--- config.mk ---
export PLATFORM = sky130hd
export DESIGN_NAME = fetch_ctrl
export DESIGN_NICKNAME = d
export VERILOG_FILES = /design/src/rtl/fetch_ctrl.sv
export SDC_FILE = /design/constraint.sdc
export NUM_CORES = 1
export LEC_CHECK = 0
export CAP_MARGIN = 20
export CORE_MARGIN = 1
export CORE_UTILIZATION = 45
export CTS_CLUSTER_SIZE = 30
export DETAILED_ROUTE_END_ITERATION = 12
export GPL_TIMING_DRIVEN = 1
export PLACE_DENSITY = 0.95
export SYNTH_ARGS = -nofsm -noshare
export SYNTH_HDL_FRONTEND = slang
export SYNTH_SLANG_ARGS = --single-unit
--- constraint.sdc ---
create_clock -name clk -period 14 [get_ports clk]
set_input_delay 4.2 -clock clk [delete_from_list [all_inputs] [get_ports clk]]
set_output_delay 4.2 -clock clk [all_outputs]
set_load 0.05 [all_outputs]
--- src/rtl/fetch_ctrl.sv ---
// fetch_ctrl: multi-cycle instruction-fetch sequencer. Drives the pc block, runs the
// instruction-memory req/ack handshake and presents fetched words to decode.
module fetch_ctrl #(
  parameter int CountWidth = 32
) (
  input  logic                  clk,
  input  logic                  res,
  input  logic [31:0]           pc_in,
  output logic                  pc_enable,
  output logic                  pc_mode,
  output logic [31:0]           pc_jmp_addr,
  output logic                  mem_req,
  output logic [31:0]           mem_addr,
  input  logic                  mem_ack,
  input  logic [31:0]           mem_rdata,
  output logic                  instr_valid,
  input  logic                  instr_ready,
  output logic [31:0]           instr,
  output logic [31:0]           instr_pc,
  input  logic                  jmp_valid,
  input  logic [31:0]           jmp_addr,
  input  logic                  halt,
  output logic [CountWidth-1:0] fetch_count
);

  localparam logic PC_MODE_INCREMENT = 1'b0;
  localparam logic PC_MODE_JUMP      = 1'b1;
  localparam logic [CountWidth-1:0] CountOne = {{(CountWidth-1){1'b0}}, 1'b1};

  typedef enum logic [1:0] {
    IDLE  = 2'd0,
    FETCH = 2'd1,
    HOLD  = 2'd2
  } state_t;

  state_t                  state_reg, state_next, resume_state;
  logic                    jmp_pend_reg, jmp_pend_next;
  logic [31:0]             jmp_pend_addr_reg, jmp_pend_addr_next;
  logic [31:0]             instr_reg, instr_next;
  logic [31:0]             instr_pc_reg, instr_pc_next;
  logic [CountWidth-1:0]   fetch_count_reg, fetch_count_next;
  logic                    jmp_go, inc_go;
  logic [31:0]             jmp_tgt;

  always_ff @(posedge clk or posedge res) begin
    if (res) begin
      state_reg         <= IDLE;
      jmp_pend_reg      <= 1'b0;
      jmp_pend_addr_reg <= '0;
      instr_reg         <= '0;
      instr_pc_reg      <= '0;
      fetch_count_reg   <= '0;
    end else begin
      state_reg         <= state_next;
      jmp_pend_reg      <= jmp_pend_next;
      jmp_pend_addr_reg <= jmp_pend_addr_next;
      instr_reg         <= instr_next;
      instr_pc_reg      <= instr_pc_next;
      fetch_count_reg   <= fetch_count_next;
    end
  end

  // halt only gates entry into FETCH; it never cancels a request or a valid word
  assign resume_state = halt ? IDLE : FETCH;

  always_comb begin
    state_next         = state_reg;
    jmp_pend_next      = jmp_pend_reg;
    jmp_pend_addr_next = jmp_pend_addr_reg;
    instr_next         = instr_reg;
    instr_pc_next      = instr_pc_reg;
    fetch_count_next   = fetch_count_reg;
    jmp_go             = 1'b0;
    inc_go             = 1'b0;
    jmp_tgt            = '0;
    case (state_reg)
      IDLE: begin
        if (jmp_valid) begin
          jmp_go  = 1'b1;
          jmp_tgt = jmp_addr;
        end
        state_next = resume_state;
      end
      FETCH: begin
        if (mem_ack) begin
          if (jmp_valid || jmp_pend_reg) begin
            // The memory transaction completes normally but its data is dropped.
            jmp_go        = 1'b1;
            jmp_tgt       = jmp_valid ? jmp_addr : jmp_pend_addr_reg;
            jmp_pend_next = 1'b0;
            state_next    = resume_state;
          end else begin
            instr_next    = mem_rdata;
            instr_pc_next = pc_in;
            state_next    = HOLD;
          end
        end else if (jmp_valid) begin
          jmp_pend_next      = 1'b1;
          jmp_pend_addr_next = jmp_addr;
        end
      end
      HOLD: begin
        if (jmp_valid) begin
          jmp_go     = 1'b1;
          jmp_tgt    = jmp_addr;
          state_next = resume_state;
        end else if (instr_ready) begin
          inc_go           = 1'b1;
          fetch_count_next = fetch_count_reg + CountOne;
          state_next       = resume_state;
        end
      end
      default: state_next = IDLE;
    endcase
  end

  // pc controls are suppressed while reset is held so the pc block sees no pulse.
  assign pc_enable   = (jmp_go || inc_go) && !res;
  assign pc_mode     = (jmp_go && !res) ? PC_MODE_JUMP : PC_MODE_INCREMENT;
  assign pc_jmp_addr = (jmp_go && !res) ? jmp_tgt : '0;

  assign mem_req     = (state_reg == FETCH);
  assign mem_addr    = pc_in;
  assign instr_valid = (state_reg == HOLD);
  assign instr       = instr_reg;
  assign instr_pc    = instr_pc_reg;
  assign fetch_count = fetch_count_reg;

endmodule

==> results of run 1 <==
[layer usage]
metal,global-route usage,up-vias
li1,-,2074
met1,0.2743,2267
met2,0.4321,200
met3,0.07473,37
met4,0.1085,0
met5,0,-
[cells in the mapped netlist (2+ instances only)]
cell and n:
a21oi_1 5, a22oi_1 32, and3_1 3, and4_1 2, buf_2 17, buf_4 32, clkbuf_1 8, dfrtp_1 131
inv_1 5, mux2_2 96, nand2_1 11, nand2b_1 3, nand3_1 14, nand4_1 10, nor2_1 40, nor3_1 5
nor3_2 2, o21ai_0 2, xnor2_1 21, xor2_1 10
[cells by family after synthesis]
group                      after synthesis  share of synthesized area
DFF                                    131                     0.5590
muxes                                   96                     0.1843
xor gates and xnor gates                31                    0.04630
and+or+nand+nor                        101                    0.09175
buffers and inverters                   62                    0.06379
adders and majority gates                1                   0.002133
AOI/OAI and AO/OA                       43                    0.05270
[final cells by class]
cell class,count,area [sq um]
clock buffer,19,452.9
clock inverter,13,182.7
fill,855,3576
inverter,5,21.27
multi-input combinational,272,2227
sequential,131,3278
tap,172,215.2
timing repair buffer,271,2718
[final timing paths]
check | endpoint | slack [ps] | startpoint | cells past startpoint
max | pc_jmp_addr[27] | 2870 | mem_ack | 7
min | fetch_count[26] | 500 | fetch_count[26] | 1
max reg2reg | instr[11] | 11860 | state_reg[1] | 5
min reg2reg | fetch_count[26] | 500 | fetch_count[26] | 1
max in group asynchronous | jmp_pend_addr_reg[5] | 8110 | res | 4
min in group asynchronous | instr_pc[16] | 4540 | res | 3
[worst max-delay path, cell delays in order]
cell and delay [ps]:
clkdlybuf4s50_1 630, nand2b_1 170, a21boi_2 510, buf_4 350
a22oi_1 120, nor2_1 110, clkdlybuf4s50_1 830
[through the flow]
step	instances	worst slack (ps)	area, sq um
final	883	2870	9095
after floorplan	465	4079	5864
after global placement	850	2923	8432
after CTS	882	2773	9067
after detailed placement	850	2787	8432
after global routing	883	2721	9095
[power by group]
| part | total (W) | internal (W) | switching [W] |
|---|---|---|---|
| Clock | 0.000473 | 0.000307 | 0.000166 |
| Sequential | 0.000586 | 0.000510 | 0.0000767 |
| Combinational | 0.000838 | 0.000313 | 0.000524 |
==> impl_metrics.yaml, run 1 <==
sta:
  clock.fmax_mhz: 89.85
  tns_ps: 0
  setup_viol: 0
  fin_crit_sh: 0.7950
  whs_ps: 497.2
  slew_viol_final: 0
  min_period_ps: 11130
  worst_pin_slew_ps: 849.1
  clock_skew_ps: 4.327
  hold_viol: 0
  slew-limit-headroom: 0.4339
  rsz0062_at_grt: "false"
route:
  wl_met1_microns: 6156
  ant_nets: 0
  vias_per_cell: 5.185
  route.detailed.drc: 0
  vias: 4578
  drtIter0Drc: 250
  top_layer: "met4"
  routedWlPerCell_microns: 18.60
  wl_met2_microns: 8718
  first_pass_iters: 5
  routed_wirelength_microns: 16430
  dr_wl_met3_microns: 1141
final_layout:
  layout.nets: 801
  syn_to_final_growth_pct: 55.09
  insertedDiodeCount: 0
  layout_common_cells: "clkdlybuf4s50_1 (265), dfrtp_1 (131), mux2_2 (96)"
  layout-drive-gt1-share: 0.2053
  final_common_cell: "clkdlybuf4s50_1"
  final_util: 0.7178
floorplan:
  core_sq_mm: 0.01267
  rows: 41
  ios: 266
  start_util: 0.4628
  die_area_sq_mm: 0.01349
  die_x_microns: 116.2
  die_height_microns: 116.2
clocking:
  cts_max_path_buffers: 2
  postCtsHoldBufs: 0
  cts_buffers: 17
  cts.reportedPaths.clkPinSlew_ps: 60
  cts-root-buf: "clkbuf_16"
  htreeDepth: 4
  cts_tree: "built"
  ctsResizeCount: 0
  cts_setup_buffers: 0
  insertion_delay_ps: 420
  cts_sinks: 131
power:
  total_power_w: 0.001897
  p_leak_nw: 3.759
  ir_drop_mv: 0.1705
  power_density_mw_per_mm2: 208.6
global_routing:
  grt_pass1_wl_microns: 24660
  antenna_found_initial: 0
  grt_pass1_vias: 4725
  grt_usage: 0.2454
  grt_max_degree: 67
  grt-ovfl-total: 0
synth:
  syn_area_sq_mm: 0.005864
  synth.area.top_cells: "dfrtp_1 (56%), mux2_2 (18%), a22oi_1 (4.1%)"
  synth.net_count: 568
  syn_inst: 465
  ys.flop_type: "dfrtp_1"
  synth-edff-count: 0
  ys_types: 36
  synth_top_area_share: 0.5590
  synthArstFlopShare: 1.000
  ys_warn_count: 0
  ys_ff_latch: 131
  seq_area_frac_synth: 0.5590
  postSynthAreaPerCell_sq_um: 12.61
  yosysTopAreaCell: "dfrtp_1"
placement:
  port_buffers: 265
  dp_hpwl_microns: 11630
  place_congestion: 0.7886
run_status:
  outcome: "complete, no violations"
worst_setup_path:
  crit_arrival_ps: 6930
  path_class: "primary input to primary output"
  crit_fanout: 20
  worstPathRequired_ps: 9800
  worstSetupEndpointType: "primary output"
  start_kind: "primary input"
worst_hold_path:
  holdCritPathClass: "flop to flop"
run:
  maxCapViolCount: 0
Power figures use the tool's default switching activity.
==> inputs of run 2 (changes only) <==
- CORE_UTILIZATION: 45 -> 38
- PLACE_DENSITY: 0.95 -> 0.87
- clock period: 14 -> 9.8 ns (I/O delays scaled with it)
==> run 2 against run 1 <==
Effect of this change: critical path depth is the same; combinational power grew 42%; wire length fell by 8.7%; sequential power grew 42%; clock skew rose by 6.0 ps; highest routed layer unchanged.
==> impl_metrics.yaml, run 2 (synthesis gave the netlist of run 1 again) <==
power:
  power_density_mw_per_mm2: 295.0
  p_leak_nw: 3.753
  ir_drop_mv: 0.2605
route:
  vias: 4482
  vias_per_cell: 4.991
  drtIter0Drc: 210
  routedWlPerCell_microns: 16.70
  first_pass_iters: 6
  ant_nets: 0
  routed_wirelength_microns: 15000
  route.detailed.drc: 0
floorplan:
  start_util: 0.3872
  rows: 45
  die_area_sq_mm: 0.01593
  die_height_microns: 126.2
  ios: 266
  die_x_microns: 126.2
  core_sq_mm: 0.01515
final_layout:
  insertedDiodeCount: 0
  layout.nets: 800
  layout_common_cells: "clkdlybuf4s50_1 (265), dfrtp_1 (131), mux2_2 (96)"
  final_util: 0.6002
  fin_cells: 898
  layout-drive-gt1-share: 0.2042
  final_common_cell: "clkdlybuf4s50_1"
  syn_to_final_growth_pct: 55.00
clocking:
  cts_setup_buffers: 0
  cts-root-buf: "clkbuf_16"
  cts_max_path_buffers: 2
  cts_buffers: 17
  ctsResizeCount: 0
  cts_sinks: 131
  cts.reportedPaths.clkPinSlew_ps: 50
  postCtsHoldBufs: 0
  htreeDepth: 4
  insertion_delay_ps: 420
  cts_tree: "built"
global_routing:
  grt_util_met2: 0.3295
  grt-ovfl-total: 0
  grt_usage: 0.1923
  grt_pass1_wl_microns: 23790
  grt_use_met3: 0.06287
  busiest_layer: "met2"
  grt_pass1_vias: 4676
  grt_max_degree: 70
  use_met1: 0.2249
  antenna_found_initial: 0
worst_setup_path:
  reg2reg_from: "state_reg[1]"
  worstSetupEndpointType: "primary output"
  crit_arrival_ps: 5730
  crit_top_cell: "clkdlybuf4s50_1"
  ff2ff_setup_slack_ps: 7470
  reg2reg_depth: 4
  cpMaxStageDelayCell: "clkdlybuf4s50_1"
  endpoint: "pc_jmp_addr[16]"
  worstPathRequired_ps: 6860
  path_cells: "clkdlybuf4s50_1 > nand2b_1 > a21boi_2 > buf_4 > a22oi_1 > nor2_1 > clkdlybuf4s50_1"
  r2r_end: "instr[18]"
  max_stage_delay_ps: 830
  crit_fanout: 23
  start_kind: "primary input"
  cp-startpoint: "mem_ack"
  path_class: "primary input to primary output"
run:
  maxCapViolCount: 0
sta:
  tns_ps: 0
  min_period_ps: 8672
  rsz0062_at_grt: "false"
  setup_slack_ps: 1128
  hold_viol: 0
  clock_skew_ps: 10.28
  clock.fmax_mhz: 115.3
  slew-limit-headroom: 0.3828
  fin_crit_sh: 0.8849
  slew_viol_final: 0
  worst_pin_slew_ps: 925.8
  setup_viol: 0
placement:
  dp_slack_ps: 1152
  dp_hpwl_microns: 11030
  dp.cells: 866
  port_buffers: 265
  place_congestion: 0.8101
run_status:
  outcome: "complete, no violations"
worst_hold_path:
  holdCritPathClass: "flop to flop"
-- run 2: cell count changes in the layout (fill, tap and decap cells not counted), sizes merged --
cell      previous run  this run
clkbuf              19        21
clkinvlp             4         2
buf                  6         5
inv                  5         6
bufinv               4         3
-- run 2: worst min-delay path by stage --
stage / start / end / slack, ps / depth (start not counted)
2_1_floorplan: jmp_pend_addr_reg[0] / jmp_pend_addr_reg[0] / 480 / 1
3_3_place_gp: fetch_count[31] / fetch_count[31] / 470 / 1
3_5_place_dp: fetch_count[22] / fetch_count[22] / 490 / 1
4_1_cts: fetch_count[31] / fetch_count[31] / 500 / 1
5_1_grt: fetch_count[20] / fetch_count[20] / 510 / 1
6_report: instr_pc[12] / instr_pc[12] / 500 / 1
-- run 2: where the power goes --
part,internal [W],switching [W]
Combinational,0.000446,0.000740
Sequential,0.000728,0.000102
Clock,0.000428,0.000237
-- run 2: stage by stage --
step	hold WS, ps	instance area (sq um)	power [W]
finish	502.3	9090	0.002681
global placement	468.5	8459	0.001999
CTS	498.8	9090	0.002705
floorplan	481.6	5864	0.001604
global route	508.1	9090	0.002786
detailed placement	489.3	8459	0.002032
-- run 2: layout make-up --
class	count	area, sq um
fillers	1164	6056
flip-flops and latches	131	3278
repair buffers	270	2690
multi-input cells	272	2235
clock buffers	21	480.5
well taps	188	235.2
clock inverters	11	150.1
inverters	5	21.27
-- run 2: routing by layer --
layer,up-vias,part of all wire
met5,-,0
met4,0,0.011
met3,16,0.063
met2,178,0.51
met1,2221,0.41
li1,2067,-
-- run 2: critical path: cells and delay by family --
family,cells,cell delay (ps)
compound gates,2,550
simple gates,2,370
buf+inv,3,1850
==> inputs of run 3 (changes only) <==
- ABC_CLOCK_PERIOD_IN_PS: not set -> 9800
==> results of run 3 <==
Same layout as run 2: the final DEF is identical, and so are final timing and power.
